==> src/rtl/host_token_sender.sv <==
// Host-side token / handshake packet transmitter.
// Sends IN/OUT/SETUP/SOF tokens (PID, two field bytes carrying CRC5) and
// ACK/NAK/STALL handshakes (PID only) to the HC Tx port arbiter. Each packet
// ends with a STOP write.
// Ports:
//   clk, rst                    clock, asynchronous active-high reset
//   sendPacketWEn/PID           request strobe and PID from the controller
//   tgtAddress/tgtEndP          token address / endpoint
//   frameNum                    SOF frame number
//   sendPacketRdy               idle, request may be issued
//   pidError                    1-cycle pulse for a PID that cannot be sent
//   HCTxPortReq/Gnt             arbiter request / grant
//   HCTxPortRdy/WEn/Data/Cntl   Tx port write interface
module host_token_sender #(
    parameter logic [7:0] CNTL_PKT_START = 8'h00,
    parameter logic [7:0] CNTL_PKT_DATA  = 8'h01,
    parameter logic [7:0] CNTL_PKT_STOP  = 8'h02
) (
    input  logic        clk,
    input  logic        rst,
    input  logic        sendPacketWEn,
    input  logic [3:0]  sendPacketPID,
    input  logic [6:0]  tgtAddress,
    input  logic [3:0]  tgtEndP,
    input  logic [10:0] frameNum,
    output logic        sendPacketRdy,
    output logic        pidError,
    output logic        HCTxPortReq,
    input  logic        HCTxPortGnt,
    input  logic        HCTxPortRdy,
    output logic        HCTxPortWEn,
    output logic [7:0]  HCTxPortData,
    output logic [7:0]  HCTxPortCntl
);

    localparam int unsigned FLD_W = 11;
    localparam int unsigned CRC_W = 5;

    typedef enum logic [2:0] {
        S_IDLE,
        S_REQ,
        S_PID,
        S_FLD1,
        S_FLD2,
        S_STOP
    } state_t;

    state_t             state, state_d;
    logic [3:0]         pid_q, pid_d;
    logic [FLD_W-1:0]   fld_q, fld_d;
    logic               tok_q, tok_d;
    logic               rdy_d, err_d, req_d, wen_d;
    logic [7:0]         data_d, cntl_d;
    logic [CRC_W-1:0]   crc;
    logic [7:0]         b2;

    function automatic logic is_token(input logic [3:0] p);
        return (p == 4'h1) || (p == 4'h9) || (p == 4'h5) || (p == 4'hD);
    endfunction

    function automatic logic is_handshake(input logic [3:0] p);
        return (p == 4'h2) || (p == 4'hA) || (p == 4'hE);
    endfunction

    // CRC5 (x^5+x^2+1), seed all ones, LSB of the field first, inverted result
    function automatic logic [CRC_W-1:0] crc5(input logic [FLD_W-1:0] f);
        logic [CRC_W-1:0] c;
        logic             fb;
        c = 5'h1F;
        for (int i = 0; i < int'(FLD_W); i++) begin
            fb = c[4] ^ f[i];
            c  = {c[3:0], 1'b0} ^ (fb ? 5'h05 : 5'h00);
        end
        return ~c;
    endfunction

    assign crc = crc5(fld_q);
    // CRC goes out MSB first on the wire, so it is bit-reversed into the byte
    assign b2  = {crc[0], crc[1], crc[2], crc[3], crc[4], fld_q[10:8]};

    // State and output registers
    always_ff @(posedge clk or posedge rst) begin
        if (rst) begin
            state         <= S_IDLE;
            pid_q         <= 4'h0;
            fld_q         <= '0;
            tok_q         <= 1'b0;
            sendPacketRdy <= 1'b1;
            pidError      <= 1'b0;
            HCTxPortReq   <= 1'b0;
            HCTxPortWEn   <= 1'b0;
            HCTxPortData  <= 8'h00;
            HCTxPortCntl  <= 8'h00;
        end else begin
            state         <= state_d;
            pid_q         <= pid_d;
            fld_q         <= fld_d;
            tok_q         <= tok_d;
            sendPacketRdy <= rdy_d;
            pidError      <= err_d;
            HCTxPortReq   <= req_d;
            HCTxPortWEn   <= wen_d;
            HCTxPortData  <= data_d;
            HCTxPortCntl  <= cntl_d;
        end
    end

    // Next-state and next-output logic. A write is only issued when the
    // previous cycle had no strobe, so WEn never stays high two cycles.
    always_comb begin
        state_d = state;
        pid_d   = pid_q;
        fld_d   = fld_q;
        tok_d   = tok_q;
        rdy_d   = sendPacketRdy;
        err_d   = 1'b0;
        req_d   = HCTxPortReq;
        wen_d   = 1'b0;
        data_d  = HCTxPortData;
        cntl_d  = HCTxPortCntl;
        unique case (state)
            S_IDLE: begin
                if (sendPacketWEn && sendPacketRdy) begin
                    if (is_token(sendPacketPID) || is_handshake(sendPacketPID)) begin
                        pid_d   = sendPacketPID;
                        tok_d   = is_token(sendPacketPID);
                        fld_d   = (sendPacketPID == 4'h5) ? frameNum
                                                          : {tgtEndP, tgtAddress};
                        rdy_d   = 1'b0;
                        req_d   = 1'b1;
                        state_d = S_REQ;
                    end else begin
                        err_d = 1'b1;
                    end
                end
            end
            S_REQ: begin
                if (HCTxPortGnt) begin
                    state_d = S_PID;
                end
            end
            S_PID: begin
                if (HCTxPortRdy && !HCTxPortWEn) begin
                    wen_d   = 1'b1;
                    data_d  = {~pid_q, pid_q};
                    cntl_d  = CNTL_PKT_START;
                    state_d = tok_q ? S_FLD1 : S_STOP;
                end
            end
            S_FLD1: begin
                if (HCTxPortRdy && !HCTxPortWEn) begin
                    wen_d   = 1'b1;
                    data_d  = fld_q[7:0];
                    cntl_d  = CNTL_PKT_DATA;
                    state_d = S_FLD2;
                end
            end
            S_FLD2: begin
                if (HCTxPortRdy && !HCTxPortWEn) begin
                    wen_d   = 1'b1;
                    data_d  = b2;
                    cntl_d  = CNTL_PKT_DATA;
                    state_d = S_STOP;
                end
            end
            S_STOP: begin
                if (HCTxPortRdy && !HCTxPortWEn) begin
                    wen_d   = 1'b1;
                    data_d  = 8'h00;
                    cntl_d  = CNTL_PKT_STOP;
                    req_d   = 1'b0;
                    rdy_d   = 1'b1;
                    state_d = S_IDLE;
                end
            end
            default: begin
                state_d = S_IDLE;
                req_d   = 1'b0;
                rdy_d   = 1'b1;
            end
        endcase
    end

endmodule

==> config.mk <==
export PLATFORM = sky130hd
export DESIGN_NAME = host_token_sender
export DESIGN_NICKNAME = d
export VERILOG_FILES = /design/src/rtl/host_token_sender.sv
export SDC_FILE = /design/constraint.sdc
export NUM_CORES = 1
export LEC_CHECK = 0
export CORE_MARGIN = 10
export CORE_UTILIZATION = 30
export DETAILED_ROUTE_END_ITERATION = 10
export PLACE_DENSITY = 0.52
export SETUP_SLACK_MARGIN = 0.05
export SYNTH_ARGS = -nofsm -noshare
export SYNTH_HDL_FRONTEND = slang
export SYNTH_SLANG_ARGS = --single-unit
==> constraint.sdc <==
create_clock -name clk -period 4.3 [get_ports clk]
set_input_delay 0.645 -clock clk [delete_from_list [all_inputs] [get_ports clk]]
set_output_delay 0.645 -clock clk [all_outputs]
set_load 0.1 [all_outputs]
==> results.py, run 1 <==
metrics = {
    "finish": {
        "final_cell_area_um2": 2420,
        "antenna_cells": 0,
        "final_nets": 268,
        "layout-drive-gt1-share_pct": 8.02,
        "syn2layout_area_growth_pct": 30.0,
        "fillers": 629,
    },
    "timing": {
        "finalSetupTns_ns": 0,
        "timing.hold.ws_ns": 0.465,
        "fin_crit_sh_pct": 61.0,
        "slew_viol_final": 0,
        "setup_violations": 0,
        "fin_crit_ns": 2.62,
        "finalHoldViolCount": 0,
        "rsz0062_at_grt": "no",
        "fmax_mhz": 381,
        "slew_headroom_pct": 34.5,
        "fin_skew_ns": 0.00658,
        "tightest_slew_ns": 0.979,
    },
    "drt": {
        "finalWirelength_um": 4190,
        "vias": 1407,
        "drtAntennaViolNets": 0,
        "drt_pre_antenna_iters": 4,
        "drc": 0,
        "via_per_inst": 4.51,
        "routedWlPerCell_um": 13.4,
        "drt_iter0_markers": 39,
    },
    "global_routing": {
        "grt_pass1_vias": 1532,
        "grt.total_usage_pct": 9.01,
        "overflow": 0,
        "grt_pass1_wl_um": 7340,
        "antenna_found_initial": 0,
        "grt_max_degree": 34,
    },
    "clocking": {
        "cts_tree": "yes",
        "clock-sinks": 33,
        "cts.path.max_buffers": 2,
        "cts_post_setup_buffers_inserted": 0,
        "insertion_delay_ns": 0.28,
        "postCtsHoldBufs": 0,
        "cts-root-buf": "clkbuf_8",
        "clk_pin_slew_ns": 0.07,
        "htree_levels": 2,
        "cts_resized": 0,
        "cts_buffers": 5,
    },
    "floorplanning": {
        "initial_utilization_pct": 31.2,
        "io-pin-count": 51,
        "num_rows": 28,
        "die_w_um": 98.7,
        "core-area_um2": 5960,
        "dieArea_um2": 9750,
        "fp.dieH_um": 98.7,
    },
    "worst_setup_path": {
        "critPathTopFamily": "buffers and inverters",
        "endpoint_kind": "output pin",
        "reg2regPathDepth": 3,
        "crit_slowest_cell": "clkdlybuf4s50_1",
        "required_ns": 3.65,
        "rrSetupSlack_ns": 2.40,
        "critPathMaxStageDelay_ns": 1.14,
        "cp.depth": 1,
        "setup.worst_path.class": "reg -> out",
        "r2r-start": "state[2]",
        "start_kind": "register",
        "cp_max_fo": 4,
        "arrival_ns": 1.98,
        "timing.rr.end": "pid_q[3]",
        "path_cells": "clkdlybuf4s50_1",
        "cp.buffers_inverters": 1,
    },
    "synthesis": {
        "synth_top_area_share_pct": 43.1,
        "synth.top_cells.by_count": "32 x dfrtp_1, 28 x nand2_1, 16 x nor2_1",
        "ys_types": 43,
        "synth_edf_count": 0,
        "ys_ff_latch": 33,
        "postSynthCellCount": 192,
        "synth_area_um2": 1860,
        "avgSynthCellArea_um2": 9.68,
        "ys.flop_type": "dfrtp_1",
        "yosysTopAreaCell": "dfrtp_1",
        "async_reset_ff_share_pct": 100,
        "ys.warnings.count": 0,
        "yosysSeqAreaShare_pct": 44.5,
        "synthTopCellsByArea": "dfrtp_1 43%, mux2i_1 5.9%, nand2_1 5.7%, xnor2_1 5.2%, o21ai_1 4.0%",
        "yosysMostFrequentCell": "dfrtp_1",
    },
    "power_and_ir_drop": {
        "power_density_nw_per_um2": 249,
        "vdd_drop_max_v": 0.0000901,
        "p_total_mw": 0.601,
        "leakage_nw": 1.04,
    },
    "worst_hold_path": {
        "min_path_cells": 2,
        "hold_class": "reg -> reg",
        "holdPathEnd": "HCTxPortCntl[1]",
        "hp-start": "HCTxPortCntl[1]",
    },
    "placement": {
        "port_buffers": 44,
        "dpl_cell_area_um2": 2330,
        "dp.final_hpwl_um": 3360,
        "gp_congestion": 0.785,
    },
    "job": {
        "drv_cap": 0,
    },
    "status": {
        "run_status": "completed",
    },
}
-- layout make-up --
| class | count | area, µm² | share of cell area, % |
|---|---|---|---|
| Timing Repair Buffer | 46 | 455 | 18.8 |
| Sequential cell | 33 | 827 | 34.2 |
| Multi-Input combinational cell | 145 | 940 | 38.9 |
| Inverter | 5 | 18.8 | 0.776 |
| Clock buffer | 6 | 72.6 | 3.00 |
| Tap cell | 75 | 93.8 | 3.88 |
| Clock inverter | 2 | 10.0 | 0.414 |
-- power breakdown --
part | switching, mW | total, mW | internal (mW)
Clock | 0.109 | 0.221 | 0.112
Sequential | 0 | 0.310 | 0.310
Combinational | 0.0395 | 0.0696 | 0.0301
Total | 0.149 | 0.601 | 0.453
-- metrics by stage --
step	instances	utilization, %	setup slack, ns
CTS	312	40.6	1.65
finish	312	40.6	1.68
global placement	304	39.2	1.82
global route	312	40.6	1.63
floorplan	197	-	2.34
detailed placement	304	39.2	1.79
-- registers in the layout, summed over array words and instances, names as in the netlist --
register,flops
HCTxPortWEn,1
tok_q,1
HCTxPortData,8
HCTxPortReq,1
fld_q,11
pid_q,4
state,3
sendPacketRdy,1
HCTxPortCntl,2
pidError,1
-- per-layer routing --
layer | global-route usage, % | wire, µm | vias to the layer above
li1 | - | - | 732
met1 | 10.7 | 1950 | 638
met2 | 13.9 | 1850 | 35
met3 | 4.33 | 354 | 2
met4 | 2.98 | 40 | 0
met5 | 0 | 0 | -
-- layout by cell type (no fill, tap or decap), drive strengths merged, types with 4 or more instances in the layout --
cell and count:
conb 6, xor2 5, xnor2 11, o21ai 16, nand2b 4, inv 5, a21oi 11, nor2 17
mux2i 11, nand2 28, dfrtp 32, clkbuf 6, clkdlybuf4s50 44
-- worst max-delay path by stage --
| stage | end | slack, ns | startpoint |
|---|---|---|---|
| final | sendPacketRdy | 1.68 | sendPacketRdy |
| after global routing | sendPacketRdy | 1.63 | sendPacketRdy |
| after CTS | sendPacketRdy | 1.65 | sendPacketRdy |
| after detailed placement | pid_q[3] | 1.79 | sendPacketPID[3] |
| after global placement | pid_q[2] | 1.82 | sendPacketPID[3] |
| after floorplan | HCTxPortData[4] | 2.34 | HCTxPortWEn |
-- cells by family (layout without fill, tap and decap cells) --
logic type / count (synthesis) / after routing / share of synthesized area (%)
AND/OR/NAND/NOR: 62 / 62 / 15.7
flip-flops: 33 / 33 / 44.5
adder cells (fa/ha/maj): 1 / 1 / 0.673
AO/OA/AOI/OAI: 45 / 45 / 15.0
multiplexers: 13 / 13 / 7.13
buffers and inverters: 19 / 59 / 5.99
other: 1 / 6 / 0.202
XOR/XNOR: 18 / 18 / 10.8
Note: power is estimated with default switching activity, not from simulation.
==> inputs of run 2 (changes only) <==
==> constraint.sdc (replaced) <==
create_clock -name clk -period 2.6 [get_ports clk]
set_input_delay 0.39 -clock clk [delete_from_list [all_inputs] [get_ports clk]]
set_output_delay 0.39 -clock clk [all_outputs]
set_load 0.1 [all_outputs]
==> results.py, run 2 (synthesis gave the netlist of run 1 again) <==
metrics = {
    "clocking": {
        "clk_pin_slew_ns": 0.07,
        "cts_tree": "yes",
        "insertion_delay_ns": 0.28,
        "cts_resized": 0,
        "postCtsHoldBufs": 0,
        "cts-root-buf": "clkbuf_8",
        "cts_buffers": 5,
        "cts.path.max_buffers": 2,
        "clock-sinks": 33,
        "htree_levels": 2,
        "cts_post_setup_buffers_inserted": 0,
    },
    "global_routing": {
        "grt_pass1_vias": 1554,
        "grt_max_degree": 34,
        "grt.total_usage_pct": 9.74,
        "antenna_found_initial": 0,
        "grt_pass1_wl_um": 7820,
        "overflow": 0,
    },
    "finish": {
        "final_nets": 270,
        "largest_registers": "fld_q (11), HCTxPortData (8), pid_q (4)",
        "top_register": "fld_q",
        "largest_reg_flops": 11,
        "layout-drive-gt1-share_pct": 14.6,
        "layout_common_cells": "32 x dfrtp_1, 30 x clkdlybuf4s50_1, 28 x nand2_1",
        "antenna_cells": 0,
        "syn2layout_area_growth_pct": 28.9,
        "final_cell_area_um2": 2400,
        "final_common_cell": "dfrtp_1",
    },
    "status": {
        "run_status": "completed",
    },
    "floorplanning": {
        "num_rows": 28,
        "fp.dieH_um": 98.7,
        "initial_utilization_pct": 31.2,
        "die_w_um": 98.7,
        "core-area_um2": 5960,
        "io-pin-count": 51,
        "dieArea_um2": 9750,
    },
    "worst_setup_path": {
        "required_ns": 2.76,
        "arrival_ns": 2.02,
        "crit_slowest_cell": "xnor3_2",
        "start_kind": "register",
        "path_cells": "xor2_2 -> xnor3_2 -> xnor2_1 -> a221oi_1 -> a21oi_2",
        "endpoint_kind": "register",
        "reg2regPathDepth": 5,
        "setup.worst_path.class": "reg -> reg",
        "cp_max_fo": 4,
        "critPathMaxStageDelay_ns": 0.49,
    },
    "timing": {
        "fin_crit_ns": 1.86,
        "finalHoldViolCount": 0,
        "fin_skew_ns": 0.00636,
        "rsz0062_at_grt": "no",
        "fin_crit_sh_pct": 71.5,
        "setup_violations": 0,
        "finalSetupTns_ns": 0,
        "fmax_mhz": 538,
        "slew_viol_final": 0,
    },
    "power_and_ir_drop": {
        "leakage_nw": 1.06,
        "p_sw_share_pct": 25.0,
        "power_frac_seq_pct": 51.4,
        "vdd_drop_max_v": 0.000196,
        "power_density_nw_per_um2": 416,
        "p_comb_share_pct": 11.7,
        "power.internal_mw": 0.749,
        "switchingPower_mw": 0.250,
        "clkPwrFrac_pct": 36.8,
    },
    "job": {
        "drv_cap": 0,
    },
    "drt": {
        "drtAntennaViolNets": 0,
        "drt_pre_antenna_iters": 4,
        "drt_iter0_markers": 37,
        "routedWlPerCell_um": 14.7,
        "via_per_inst": 4.62,
        "drc": 0,
        "vias": 1450,
        "finalWirelength_um": 4600,
    },
    "worst_hold_path": {
        "min_path_cells": 2,
        "hold_class": "reg -> reg",
    },
    "placement": {
        "port_buffers": 44,
        "dpl_cell_area_um2": 2310,
        "gp_congestion": 0.833,
        "dp.final_hpwl_um": 3720,
    },
}
==> run 2: cell types whose count changed in the layout (fill, tap and decap cells not counted) <==
cell,delta
buf_4,+16
clkdlybuf4s50_1,-14
==> run 2: area by class of cell <==
class                      count  area, µm²
timing repair buffer          48        435
tap                           75       93.8
clock inverter                 2       10.0
inverter                       5       18.8
clock buffer                   6       72.6
multi-input combinational    145        940
sequential                    33        827
fill                         622       3560
==> run 2: power by group through the flow <==
stage          registers [mW]  clock network [mW]  logic, mW
5_1_grt                 0.513               0.407      0.125
3_5_place_dp            0.523                   0      0.119
2_1_floorplan           0.523                   0     0.0693
3_3_place_gp            0.523                   0      0.118
4_1_cts                 0.513               0.386      0.119
6_report                0.513               0.368      0.117
==> run 2: path summary, 6_finish.rpt <==
path	start	slack, ns	to
min	HCTxPortCntl[0]	0.47	HCTxPortCntl[0]
max reg2reg	fld_q[2]	0.74	HCTxPortData[5]
max in group asynchronous	rst	1.77	sendPacketRdy
min reg2reg	HCTxPortCntl[0]	0.47	HCTxPortCntl[0]
min in group asynchronous	rst	0.50	HCTxPortReq
max	fld_q[2]	0.74	HCTxPortData[5]
==> run 2: per-layer routing <==
metal  global-route usage, %  routed length, µm
met5                       0                  0
met4                    3.64                 57
met3                    3.28                254
met2                    14.5               2040
met1                    12.7               2250
==> run 2: worst max-delay path: cells and delay by family, from the launching register on <==
kind,cells,cell delay (ns)
XOR/XNOR,3,0.87
AO/OA/AOI/OAI,2,0.42
flip-flops,1,0.44
==> run 2: per-stage QoR <==
step | power (mW) | setup WS (ns) | utilization [%] | instances | hold slack (ns)
after global routing | 1.04 | 0.577 | 40.3 | 314 | 0.509
after CTS | 1.02 | 0.731 | 40.3 | 314 | 0.480
after floorplan | 0.592 | 0.639 | - | 197 | 0.465
after detailed placement | 0.642 | 0.670 | 38.9 | 306 | 0.465
final | 0.998 | 0.740 | 40.3 | 314 | 0.469
after global placement | 0.641 | 0.688 | 38.9 | 306 | 0.452
